$ cat src/rtl/vga_cursor_ctl_if.sv
// Wishbone slave bus carrying the cursor controller's register accesses.
// The signal names match the adapter-side Wishbone naming used by the firmware.
interface vga_cursor_ctl_if;
  logic [15:0] wb_adr_i;
  logic [15:0] wb_dat_i;
  logic [15:0] wb_dat_o;
  logic        wb_cyc_i;
  logic        wb_stb_i;
  logic        wb_we_i;
  logic [1:0]  wb_sel_i;
  logic        wb_ack_o;

  modport master (
    output wb_adr_i, wb_dat_i, wb_cyc_i, wb_stb_i, wb_we_i, wb_sel_i,
    input  wb_dat_o, wb_ack_o
  );

  modport slave (
    input  wb_adr_i, wb_dat_i, wb_cyc_i, wb_stb_i, wb_we_i, wb_sel_i,
    output wb_dat_o, wb_ack_o
  );
endinterface

$ cat src/rtl/vga_cursor_ctl.sv
// Cursor position/style register block for the text VGA adapter, with
// terminal-style advance/newline/home commands and vsync-driven blink phases.
module vga_cursor_ctl #(
  parameter int COLS          = 80,
  parameter int ROWS          = 25,
  parameter int FLASH_FRAMES  = 30,
  parameter int CURSOR_FRAMES = 16
) (
  input  logic                  wb_clk_i,
  input  logic                  wb_rst_n_i,
  vga_cursor_ctl_if.slave       wb,
  input  logic                  vsync_i,
  output logic [12:0]           cursor,
  output logic                  cursor_on,
  output logic                  cursor_type,
  output logic                  flash,
  output logic                  scroll_req
);

  localparam logic [6:0]  X_MAX  = 7'(COLS - 1);
  localparam logic [4:0]  Y_MAX  = 5'(ROWS - 1);
  localparam int          FW     = $clog2(FLASH_FRAMES + 1);
  localparam int          CW     = $clog2(CURSOR_FRAMES + 1);
  localparam logic [FW-1:0] F_LAST = FW'(FLASH_FRAMES - 1);
  localparam logic [CW-1:0] C_LAST = CW'(CURSOR_FRAMES - 1);
  localparam logic [12:0] COLS13 = 13'(COLS);

  logic [6:0]    r_x, w_x_nxt;
  logic [4:0]    r_y, w_y_nxt;
  logic [2:0]    r_ctrl, w_ctrl_nxt;
  logic          r_sp, w_sp_nxt;
  logic          w_scroll;
  logic          w_step;
  logic          r_ack;
  logic [15:0]   r_dat;
  logic [15:0]   w_rd_mux;
  logic          w_reply;
  logic          w_wr;
  logic [1:0]    w_reg;
  logic          r_vs_s1, r_vs_s2, r_vs_d;
  logic          w_tick;
  logic [FW-1:0] r_fcnt;
  logic [CW-1:0] r_ccnt;
  logic          r_flash, r_cphase;
  logic [12:0]   r_cursor;
  logic          r_cursor_on, r_cursor_type, r_flash_o, r_scroll;
  logic          w_unused;

  // Handshake: a transfer is taken when cyc&stb are high and ack is low; ack
  // then rises for exactly one cycle, so a held strobe sees ack every other cycle.
  assign w_reply = wb.wb_cyc_i & wb.wb_stb_i & ~r_ack;
  assign w_wr    = w_reply & wb.wb_we_i & wb.wb_sel_i[0];
  assign w_reg   = wb.wb_adr_i[2:1];
  assign w_tick  = r_vs_s2 & ~r_vs_d;

  always_comb begin
    w_rd_mux = 16'h0000;
    case (w_reg)
      2'd0: w_rd_mux = {9'b0, r_x};
      2'd1: w_rd_mux = {11'b0, r_y};
      2'd2: w_rd_mux = {13'b0, r_ctrl};
      default: w_rd_mux = {13'b0, r_cphase, r_flash, r_sp};
    endcase
  end

  always_comb begin
    w_x_nxt    = r_x;
    w_y_nxt    = r_y;
    w_ctrl_nxt = r_ctrl;
    w_sp_nxt   = r_sp;
    w_scroll   = 1'b0;
    w_step     = 1'b0;
    if (w_wr) begin
      case (w_reg)
        2'd0: w_x_nxt = (wb.wb_dat_i[6:0] > X_MAX) ? X_MAX : wb.wb_dat_i[6:0];
        2'd1: w_y_nxt = (wb.wb_dat_i[4:0] > Y_MAX) ? Y_MAX : wb.wb_dat_i[4:0];
        2'd2: w_ctrl_nxt = wb.wb_dat_i[2:0];
        default: begin
          if (wb.wb_dat_i[2]) begin
            w_x_nxt = 7'd0;
            w_y_nxt = 5'd0;
          end else if (wb.wb_dat_i[1]) begin
            w_x_nxt = 7'd0;
            w_step  = 1'b1;
          end else if (wb.wb_dat_i[0]) begin
            if (r_x < X_MAX) begin
              w_x_nxt = r_x + 7'd1;
            end else begin
              w_x_nxt = 7'd0;
              w_step  = 1'b1;
            end
          end
          // Clear first so a scroll raised by the same write wins.
          if (wb.wb_dat_i[7]) w_sp_nxt = 1'b0;
          if (w_step) begin
            if (r_y < Y_MAX) begin
              w_y_nxt = r_y + 5'd1;
            end else begin
              w_sp_nxt = 1'b1;
              w_scroll = 1'b1;
            end
          end
        end
      endcase
    end
  end

  always_ff @(posedge wb_clk_i or negedge wb_rst_n_i) begin
    if (!wb_rst_n_i) begin
      r_x      <= 7'd0;
      r_y      <= 5'd0;
      r_ctrl   <= 3'b101;
      r_sp     <= 1'b0;
      r_ack    <= 1'b0;
      r_dat    <= 16'h0000;
      r_scroll <= 1'b0;
    end else begin
      r_x      <= w_x_nxt;
      r_y      <= w_y_nxt;
      r_ctrl   <= w_ctrl_nxt;
      r_sp     <= w_sp_nxt;
      r_ack    <= w_reply;
      r_scroll <= w_scroll;
      if (w_reply && !wb.wb_we_i) r_dat <= w_rd_mux;
    end
  end

  // vsync is from the pixel domain; synchronise before edge detection.
  always_ff @(posedge wb_clk_i or negedge wb_rst_n_i) begin
    if (!wb_rst_n_i) begin
      r_vs_s1  <= 1'b0;
      r_vs_s2  <= 1'b0;
      r_vs_d   <= 1'b0;
      r_fcnt   <= '0;
      r_ccnt   <= '0;
      r_flash  <= 1'b1;
      r_cphase <= 1'b1;
    end else begin
      r_vs_s1 <= vsync_i;
      r_vs_s2 <= r_vs_s1;
      r_vs_d  <= r_vs_s2;
      if (w_tick) begin
        if (r_fcnt == F_LAST) begin
          r_fcnt  <= '0;
          r_flash <= ~r_flash;
        end else begin
          r_fcnt <= r_fcnt + 1'b1;
        end
        if (r_ccnt == C_LAST) begin
          r_ccnt   <= '0;
          r_cphase <= ~r_cphase;
        end else begin
          r_ccnt <= r_ccnt + 1'b1;
        end
      end
    end
  end

  always_ff @(posedge wb_clk_i or negedge wb_rst_n_i) begin
    if (!wb_rst_n_i) begin
      r_cursor      <= 13'd0;
      r_cursor_on   <= 1'b0;
      r_cursor_type <= 1'b0;
      r_flash_o     <= 1'b1;
    end else begin
      r_cursor      <= 13'(r_y) * COLS13 + 13'(r_x);
      r_cursor_on   <= r_ctrl[0] & (~r_ctrl[2] | r_cphase);
      r_cursor_type <= r_ctrl[1];
      r_flash_o     <= r_flash;
    end
  end

  assign wb.wb_ack_o = r_ack;
  assign wb.wb_dat_o = r_dat;
  assign cursor      = r_cursor;
  assign cursor_on   = r_cursor_on;
  assign cursor_type = r_cursor_type;
  assign flash       = r_flash_o;
  assign scroll_req  = r_scroll;

  assign w_unused = &{1'b0, wb.wb_adr_i[15:3], wb.wb_adr_i[0],
                      wb.wb_dat_i[15:8], wb.wb_sel_i[1]};

endmodule
$ cat src/flat_wrapper.sv
// flat-port wrapper written by rule: the top's interface ports become plain ports
module vga_cursor_ctl_flat 
#(
  parameter int COLS          = 80,
  parameter int ROWS          = 25,
  parameter int FLASH_FRAMES  = 30,
  parameter int CURSOR_FRAMES = 16
)
  (wb_clk_i, wb_rst_n_i, vsync_i, cursor, cursor_on, cursor_type, flash, scroll_req, wb_wb_adr_i, wb_wb_dat_i, wb_wb_cyc_i, wb_wb_stb_i, wb_wb_we_i, wb_wb_sel_i, wb_wb_dat_o, wb_wb_ack_o);
  vga_cursor_ctl_if wb_i ();
  input  logic wb_clk_i;
  input  logic wb_rst_n_i;
  input  logic vsync_i;
  output logic [12:0] cursor;
  output logic cursor_on;
  output logic cursor_type;
  output logic flash;
  output logic scroll_req;
  input wire logic [$bits(wb_i.wb_adr_i)-1:0] wb_wb_adr_i;
  input wire logic [$bits(wb_i.wb_dat_i)-1:0] wb_wb_dat_i;
  input wire logic [$bits(wb_i.wb_cyc_i)-1:0] wb_wb_cyc_i;
  input wire logic [$bits(wb_i.wb_stb_i)-1:0] wb_wb_stb_i;
  input wire logic [$bits(wb_i.wb_we_i)-1:0] wb_wb_we_i;
  input wire logic [$bits(wb_i.wb_sel_i)-1:0] wb_wb_sel_i;
  output wire logic [$bits(wb_i.wb_dat_o)-1:0] wb_wb_dat_o;
  output wire logic [$bits(wb_i.wb_ack_o)-1:0] wb_wb_ack_o;
  assign wb_i.wb_adr_i = wb_wb_adr_i;
  assign wb_i.wb_dat_i = wb_wb_dat_i;
  assign wb_i.wb_cyc_i = wb_wb_cyc_i;
  assign wb_i.wb_stb_i = wb_wb_stb_i;
  assign wb_i.wb_we_i = wb_wb_we_i;
  assign wb_i.wb_sel_i = wb_wb_sel_i;
  assign wb_wb_dat_o = wb_i.wb_dat_o;
  assign wb_wb_ack_o = wb_i.wb_ack_o;
  vga_cursor_ctl #(.COLS(COLS), .ROWS(ROWS), .FLASH_FRAMES(FLASH_FRAMES), .CURSOR_FRAMES(CURSOR_FRAMES)) u_core (.wb_clk_i(wb_clk_i), .wb_rst_n_i(wb_rst_n_i), .wb(wb_i), .vsync_i(vsync_i), .cursor(cursor), .cursor_on(cursor_on), .cursor_type(cursor_type), .flash(flash), .scroll_req(scroll_req));
endmodule
$ cat config.mk
export PLATFORM = sky130hd
export DESIGN_NAME = vga_cursor_ctl_flat
export DESIGN_NICKNAME = d
export VERILOG_FILES = /design/src/rtl/vga_cursor_ctl_if.sv /design/src/rtl/vga_cursor_ctl.sv /design/src/flat_wrapper.sv
export SDC_FILE = /design/constraint.sdc
export NUM_CORES = 1
export LEC_CHECK = 0
export BUFFER_PORTS_ARGS = -buffer_cell sky130_fd_sc_hd__buf_2
export CORE_MARGIN = 3
export CORE_UTILIZATION = 50
export DETAILED_ROUTE_END_ITERATION = 16
export PLACE_DENSITY = 0.74
export SYNTH_ARGS = -nofsm -noshare
export SYNTH_HDL_FRONTEND = slang
export SYNTH_SLANG_ARGS = --single-unit
$ cat constraint.sdc
create_clock -name wb_clk_i -period 4.3 [get_ports wb_clk_i]
set_clock_uncertainty 0.1 [all_clocks]
set_input_delay 0.645 -clock wb_clk_i [delete_from_list [all_inputs] [get_ports wb_clk_i]]
set_output_delay 0.645 -clock wb_clk_i [all_outputs]
set_load 0.01 [all_outputs]
Yosys cells after proc, flatten, opt, wreduce, memory -nomap -nowiden --
Index checks and enable logic that the tools add are counted. W data, S select, Z words.
Storage, ports and cells: flip-flop bits (word level) 65, latch bits 0, bits in writable memories 0, memory bits (read-only) 0, bits of input ports 40, output and inout port bits 34, logic and storage cells 87, memories 0
Cells by class: add/sub/neg operators 5, $mul 1, divide/modulo/power cells 0, $lt $le $gt $ge 4, equality and inequality tests 4, shifts and indexed selects 0, multiplexer cells 27, bitwise gates (word level) 15, reduce and logical (&&, ||, !) cells 13
Operator list (count):
- $mux W7 | 5
- $mux W5 | 6
- $pmux W7 S3 | 1
- $add A5 B1 Y5 const B | 3
- $pmux W7 S2 | 1
- $add A12 B7 Y13 | 1
- $mux W1 | 13
- $pmux W5 S2 | 1
- $reduce_and A2 Y1 | 5
- $mul A5 B3 Y8 const B | 1
- $not A1 Y1 | 8
- $add A7 B1 Y7 const B | 1
- $gt A7 B7 Y1 const B | 1
- $lt A7 B7 Y1 const B | 1
- $and A1 B1 Y1 | 6
- $eq A5 B4 Y1 const B | 1
- $eq A5 B5 Y1 const B | 1
- $gt A5 B5 Y1 const B | 1
- $lt A5 B5 Y1 const B | 1
- $reduce_bool A4 Y1 | 1
- $reduce_or A2 Y1 | 2
- $reduce_and A3 Y1 | 1
- $reduce_or A3 Y1 | 1
- $eq A2 B1 Y1 const B | 1
- 5 further kinds | 5

Logic depth before layout (Yosys ltp) --
Gate-level depths: netlist of the first run.
depth in word-level cells 10, mapped depth 7, mapped depth without buffers 6

Least setup slack after synthesis of the first run --
OpenSTA, ideal clock, no wires.
kind register -> register, start register u_core.r_y[1], end register u_core.r_cursor[10] (netlist: u_core.cursor[10]), library setup time 0.079 ns, arrival 1.958 ns, data required time 4.121 ns, slack 2.163 ns, stages on the path, launching flop included 7, buffers on the path 0, period minus slack after synthesis 2.137 ns, cells stage by stage dfrtp_1 -> ha_1 -> ha_1 -> fa_1 -> xnor2_1 -> nor4b_1 -> xor2_1
Between the ends: word-level cells in the longest chain between the ends 2
Ends and longest elaborated chain:
- start: declaration | line vga_cursor_ctl.sv:29 | logic [4:0] r_y, w_y_nxt;
- start signal: assignment | line vga_cursor_ctl.sv:119 | r_y <= w_y_nxt;
- $mul A5 B3 Y8 | line vga_cursor_ctl.sv:166 | r_cursor <= 13'(r_y) * COLS13 + 13'(r_x);
- $add A12 B7 Y13 | line vga_cursor_ctl.sv:166
- end signal: assignment | line vga_cursor_ctl.sv:166
- end: declaration | line vga_cursor_ctl.sv:45 | logic [12:0] r_cursor;
No other way between the ends. A chain may end at the register's enable or synchronous reset.

Worst setup path in the final report of the first run --
start input port wb_wb_adr_i[1], end register u_core.r_x[5]
Between the ends: word-level cells in the longest chain between the ends 4, elaborated cells on any way between the ends 8, those cells by class eq/ne: 2; mux: 1; bitwise: 1; reduce/logical: 4
Ends and longest elaborated chain:
- start: declaration | line flat_wrapper.sv:19 | input wire logic [$bits(wb_i.wb_adr_i)-1:0] wb_wb_adr_i;
- $eq A2 B1 Y1 or $eq A2 B2 Y1 (tied branches) | line vga_cursor_ctl.sv:74 | case (w_reg)
- $reduce_or A2 Y1 (no line)
- $not A1 Y1 (no line)
- $reduce_and A3 Y1 (no line)
- end signal: assignment | line vga_cursor_ctl.sv:118 | r_x <= w_x_nxt;
- end: declaration | line vga_cursor_ctl.sv:28 | logic [6:0] r_x, w_x_nxt;
Parallel ways exist; a longest one is shown, timed or not.

==> reports/summary.txt, run 1 <==
Synth warn - 0
Metal-1 WL - 2.94 mm
Worst r2r src - u_core.r_y[3]
Outcome - finished clean
Residual DRC - 0
Worst-path clk slew - 0.10 ns
CP cell instances - buf_2 -> inv_1 -> ha_1 -> nor3_4 -> a2111oi_4 -> o21ai_1 -> a22o_1
Setup WS pre-CTS - 1.40 ns
FP Rows - 27
Post-synth top area share - 43.0%
Met2 Wirelength - 2.88 mm
Max clock buf depth - 2
# nets final - 382
Xor/xnor share of the synthesized area - 2.66%
Maximum VDD drop - 226 uV
Post-synth ARST share - 100%
Synthesized area - 2970 um^2
Hold/Removal Path Class - in -> async
Final core utilization - 58.9%
Post-synth top cells - dfrtp_1, nand2_1, o21ai_0
Gp weighted congestion - 0.838
Post_cts resized - 0
Fin crit period - 2.60 ns
IO Port Bufs - 41
First-pass iteration count of the detailed router - 6
DR WL met3 - 252 um
Area Growth Syn to Fin - 11.4%
Internal power - 0.00100 W
Crit path to - u_core.r_x[5]
Clock share of power - 22.9%
R2R Setup Slk - 1.92 ns
Inserted Clock Buffers - 5
Synth Register Bits - 56
Max-Cap Viols - 0
Slowest Stage Delay on Critical Path - 0.78 ns
Post-Place Cells - 386
Area leader, netlist - dfrtp_1
Post-synth EDFFs - 0
Dominant synthesized flop cell - dfrtp_1
Syn Inst Count - 281
Chip height - 83.0 um
Dominant cell by count in the synthesized netlist - dfrtp_1
Ranking of synthesized cells by area - dfrtp_1, ha_1, dfstp_2
Worst R2R End - u_core.cursor[10]
Fmax - 385 MHz
Hold buffer count at CTS - 0
WL/cell - 15.6 um
R2R cell count - 6
Clock tree sinks - 56
Final Hold Viols - 0
Hold Slack - 0.174 ns
Critical Path Start - wb_wb_adr_i[1]
Share of layout cells above drive strength 1 - 20.5%
Post-DP HPWL - 4.57 mm
Slowest cell on crit path - a2111oi_4
Core box area - 5610 um^2
Logic gate share of total power - 26.2%
Largest net degree at the start of global routing - 37
Routed via count - 2231
Sw Share - 32.9%
CP max FO - 15
Final Instance Count excl. Fillers - 394
CP Capture Type - flip-flop
Yosys cell types - 54
Post-Synth Adder-Cell Area - 9.37%
Global Route Usage Sum - 18.5%
Switching Power - 0.000491 W
WL final - 6.14 mm
Setup Viol. Count Final - 0
Final period util - 60.4%
Post-Synth Simple-Gate Area - 12.7%
Htree depth - 2
Multiplexer share of the synthesized area - 1.48%
Power share of the sequential group - 51.0%
Clk_lat worst skew - 0.30 ns
CTS tree - yes
Sequential fraction of the synthesis area - 47.5%
Startpoint types - input port
Crit path arrival time - 2.69 ns
Root Driver - clkbuf_8
Largest family of logic cells by synthesized area - compound AO/OA/AOI/OAI gates
Highest metal used - met4
Critical path type - in -> reg
Postcts setup bufs - 0
Slew headroom - 48.7%
Routed Antenna Nets - 0
Syn avg cell area - 10.6 um^2
Slew at the pin closest to its max-slew limit - 0.769 ns
Vias per cell - 5.66
RSZ-0062 raised after global routing - no
Die X - 83.0 um
Die area - 6890 um^2
I/O pin count - 74
Leak - 1.57 nW
Iter 0 DRT Violations - 126
Initial antenna violation count - 0
Initial cell density of the core - 52.9%
First-pass GRT wire length - 10.6 mm
Ant diodes - 0
Final TNS setup - 0 ns
Compound-Gate Fraction of Synth Area - 20.7%
Max Slew Vio Count - 0
Final worst slack - 1.70 ns
CP required - 4.40 ns
Overflow after GRT - 0
Vias in the first global route - 2166
Pwr Density - 452 nW/um^2
[worst min-delay path by stage]
| stage | from | endpoint | slack [ns] | cells after the start |
|---|---|---|---|---|
| after global placement | u_core.r_vs_s1 | u_core.r_vs_s2 | 0.24 | 0 |
| after detailed placement | u_core.r_vs_s1 | u_core.r_vs_s2 | 0.24 | 0 |
| after floorplan | u_core.r_vs_s1 | u_core.r_vs_s2 | 0.23 | 0 |
| final | wb_rst_n_i | u_core.r_fcnt[3] | 0.17 | 1 |
| after CTS | wb_rst_n_i | u_core.r_fcnt[3] | 0.18 | 1 |
| after global routing | wb_rst_n_i | u_core.r_fcnt[3] | 0.20 | 1 |
[per-stage QoR]
stage          power [W]  cell area [um^2]
2_1_floorplan    0.00101              3000
3_3_place_gp     0.00114              3190
3_5_place_dp     0.00116              3190
4_1_cts          0.00150              3300
5_1_grt          0.00160              3300
6_report         0.00149              3300
[critical path, delay by kind of cell]
kind                     cells  cell delay [ns]
AO/OA/AOI/OAI                3             1.20
adder cells (fa/ha/maj)      1             0.50
buffers and inverters        2             0.21
AND/OR/NAND/NOR              1             0.14
[layout make-up]
type,instances,area (um^2)
inverters,14,52.6
multi-input cells,202,1430
flip-flops and latches,56,1410
clock inverters,3,42.5
fillers,517,2300
well taps,72,90.1
clock buffers,5,68.8
repair buffers,42,213
[routing by layer]
metal  global-route usage [%]  vias to the layer above
met5                        0                        -
met4                     5.50                        0
met3                     3.67                        6
met2                     29.2                       59
met1                     26.1                     1083
li1                         -                     1083
[logic make-up after synthesis]
kind of cell,Yosys count
AO/OA/AOI/OAI,85
AND/OR/NAND/NOR,73
flip-flops,56
buffers and inverters,32
adder cells (fa/ha/maj),21
XOR/XNOR,9
multiplexers,4
other,1
[cells in the final DEF, fill, tap and decap left out, drive strengths merged, types with 2 or more instances in the layout]
cell type,netlist,routed
a211oi,2,2
a21boi,2,2
a21o,6,6
a21oi,9,9
a222oi,3,3
a22o,6,6
a22oi,3,3
a32o,2,2
a32oi,4,4
and3,5,5
and4,2,2
buf,11,42
clkbuf,7,5
conb,1,10
dfrtp,51,51
dfstp,5,5
fa,2,2
ha,19,19
inv,14,14
mux2,3,3
nand2,25,25
nand2b,4,4
nand3,6,6
nand4,3,3
nor2,14,14
nor2b,3,3
nor3,6,6
nor4b,2,2
o211ai,3,3
o21a,4,4
o21ai,27,27
o22ai,2,2
o31ai,5,5
xnor2,6,6
xor2,3,3
[power by group through the flow]
stage	logic [W]	registers (W)	clock network, W
CTS	0.000394	0.000760	0.000351
floorplan	0.000245	0.000769	0
detailed placement	0.000392	0.000771	0
global placement	0.000375	0.000766	0
finish	0.000390	0.000760	0.000342
global route	0.000447	0.000779	0.000371
[registers in the layout (all words and copies together) (netlist names), 3 cells and up]
signal and cells:
u_core.cursor 13, u_core.r_x 7, u_core.wb.wb_dat_o 7, u_core.r_ccnt 5, u_core.r_fcnt 5, u_core.r_y 5, u_core.r_ctrl 3
Note: power is estimated with default switching activity, not from simulation.
==> run 2, diff against run 1 <==
==> constraint.sdc (replaced) <==
create_clock -name wb_clk_i -period 2.5 [get_ports wb_clk_i]
set_clock_uncertainty 0.1 [all_clocks]
set_input_delay 0.375 -clock wb_clk_i [delete_from_list [all_inputs] [get_ports wb_clk_i]]
set_output_delay 0.375 -clock wb_clk_i [all_outputs]
set_load 0.01 [all_outputs]
==> reports/summary.txt, run 2 (synthesis gave the netlist of run 1 again) <==
Max-Cap Viols - 0 (unchanged)
Critical path type - reg -> reg
First-pass GRT wire length - 10.6 mm (unchanged)
Post-DP HPWL - 4.49 mm (-1.8%)
CP Capture Type - flip-flop
Fillers - 480 (-7.2%)
First-pass iteration count of the detailed router - 5 (-1)
Total power draw - 0.00260 W (+74%)
CP required - 2.64 ns (-1.76 ns)
Commonest non-fill, non-tap cells in the layout - dfrtp_1, buf_2, nand2_1
Final period util - 87.9%
Htree depth - 2 (unchanged)
Residual DRC - 0 (unchanged)
Bufs and invs on worst path - 0 (-2)
IO Port Bufs - 41 (unchanged)
Fmax - 455 MHz
Hold EP - u_core.r_vs_s1
Crit path arrival time - 2.34 ns (-0.35 ns)
Routed Antenna Nets - 0 (unchanged)
FF/Latch Area - 1410 um^2 (unchanged)
WL final - 5.98 mm (-2.6%)
Final TNS setup - 0 ns (unchanged)
Root Driver - clkbuf_8
Post-Place Cells - 393 (+1.8%)
Iter 0 DRT Violations - 153 (+21%)
Clk_lat worst skew - 0.31 ns (about the same)
Min-Delay Path Depth - 1
Vias per cell - 5.67 (about the same)
Share of layout cells above drive strength 1 - 22.1% (+1.6 points)
FP Rows - 27 (unchanged)
Worst-path clk slew - 0.10 ns (about the same)
Worst R2R End - u_core.cursor[10]
Most common cell after layout, fill and taps aside - dfrtp_1
Initial antenna violation count - 0 (unchanged)
Gp weighted congestion - 0.831 (-0.87%)
Hold Crit Start - vsync_i
Largest net degree at the start of global routing - 32 (-14%)
Clock tree sinks - 56 (unchanged)
Global Route Usage Sum - 18.7% (+0.14 points)
R2R Setup Slk - 0.30 ns (-1.62 ns)
Startpoint types - flip-flop
Core box area - 5610 um^2 (unchanged)
CP cell instances - ha_1 -> fa_1 -> xnor2_1 -> nor4b_1 -> xor2_1
Slew at the pin closest to its max-slew limit - 0.592 ns (-0.177 ns)
Max Slew Vio Count - 0 (unchanged)
Hold/Removal Path Class - in -> reg
Fin crit period - 2.20 ns
Chip height - 83.0 um (unchanged)
Slew headroom - 60.5% (+12 points)
RSZ-0062 raised after global routing - no
Post_cts resized - 0 (unchanged)
Leak - 1.62 nW (+3.1%)
Worst r2r src - u_core.r_y[4]
Die area - 6890 um^2 (unchanged)
Vias in the first global route - 2208 (+1.9%)
Routed via count - 2278 (+2.1%)
Final Hold Viols - 0 (unchanged)
Pwr Density - 768 nW/um^2 (+70%)
Area Growth Syn to Fin - 14.1%
R2R cell count - 5 (-1)
# nets final - 390 (+2.1%)
Inserted Clock Buffers - 5 (unchanged)
Slowest cell on crit path - dfrtp_1
Overflow after GRT - 0 (unchanged)
Largest register FFs - 13 (unchanged)
Setup Viol. Count Final - 0 (unchanged)
WL/cell - 14.9 um (-4.6%)
Die X - 83.0 um (unchanged)
CP max FO - 9 (-6)
Slowest Stage Delay on Critical Path - 0.55 ns (-0.23 ns)
Crit path max-delay family - adder cells
Maximum VDD drop - 362 uV (+60%)
Initial cell density of the core - 52.9% (unchanged)
CTS tree - yes
Final Instance Count excl. Fillers - 402 (+2.0%)
I/O pin count - 74 (unchanged)
Max clock buf depth - 2 (unchanged)
Area taken by multi-input logic gates - 1430 um^2 (unchanged)
Ant diodes - 0 (unchanged)
Outcome - finished clean
-- run 2: cell count changes in the layout (fill, tap and decap cells not counted), sizes merged --
| cell | delta |
|---|---|
| buf | +7 |
| clkinv | +1 |
| clkinvlp | -1 |
| dlygate4sd3 | +1 |
-- run 2: what timing repair did --
item	CTS	global route
hold buffers	1	0
hold endpoints to repair	22	0
buffers inserted	0	0
-- run 2: final cells by class --
class	instances	area share, %
multi-input combinational	202	42.2
sequential	56	41.6
timing repair buffer	50	8.51
tap	72	2.66
clock buffer	5	2.03
inverter	14	1.55
clock inverter	3	1.41
-- run 2: power breakdown --
group	switching (W)	leakage (nW)	internal [W]
registers	0.000163	0.695	0.00112
logic	0.000385	0.863	0.000323
clock network	0.000302	0.0583	0.000302
-- run 2: stage by stage --
step | hold WS [ns] | utilization, % | instance area [um^2] | setup slack [ns]
2_1_floorplan | -0.0206 | - | 3000 | 0.363
3_3_place_gp | 0.238 | 58.1 | 3260 | 0.347
3_5_place_dp | 0.236 | 58.1 | 3260 | 0.292
4_1_cts | 0.0462 | 60.3 | 3380 | 0.266
5_1_grt | 0.0294 | 60.3 | 3380 | 0.165
6_report | 0.0596 | 60.3 | 3380 | 0.302
-- run 2: worst max path at each step --
stage / from / endpoint / slack (ns) / depth (start not counted)
2_1_floorplan: u_core.r_y[1] / u_core.cursor[10] / 0.36 / 6
3_3_place_gp: u_core.r_y[4] / u_core.cursor[10] / 0.35 / 5
3_5_place_dp: u_core.r_y[4] / u_core.cursor[10] / 0.29 / 5
4_1_cts: u_core.r_y[4] / u_core.cursor[10] / 0.27 / 5
5_1_grt: u_core.r_y[4] / u_core.cursor[10] / 0.17 / 5
6_report: u_core.r_y[4] / u_core.cursor[10] / 0.30 / 5
-- run 2: routing by layer --
| layer | share of wire, % | wire, um | global-route usage [%] | up-vias |
|---|---|---|---|---|
| met5 | 0 | 0 | 0 | - |
| met4 | 1.2 | 74 | 5.65 | 0 |
| met3 | 5.8 | 344 | 3.57 | 7 |
| met2 | 48 | 2850 | 29.2 | 84 |
| met1 | 45 | 2710 | 26.5 | 1091 |
| li1 | - | - | - | 1096 |
-- run 2: worst register-to-register path, delay by kind of cell, from the launching register on --
family	cells	cell delay [ns]
adders and majority gates	2	0.79
DFF	1	0.55
xor gates and xnor gates	2	0.35
and+or+nand+nor	1	0.33
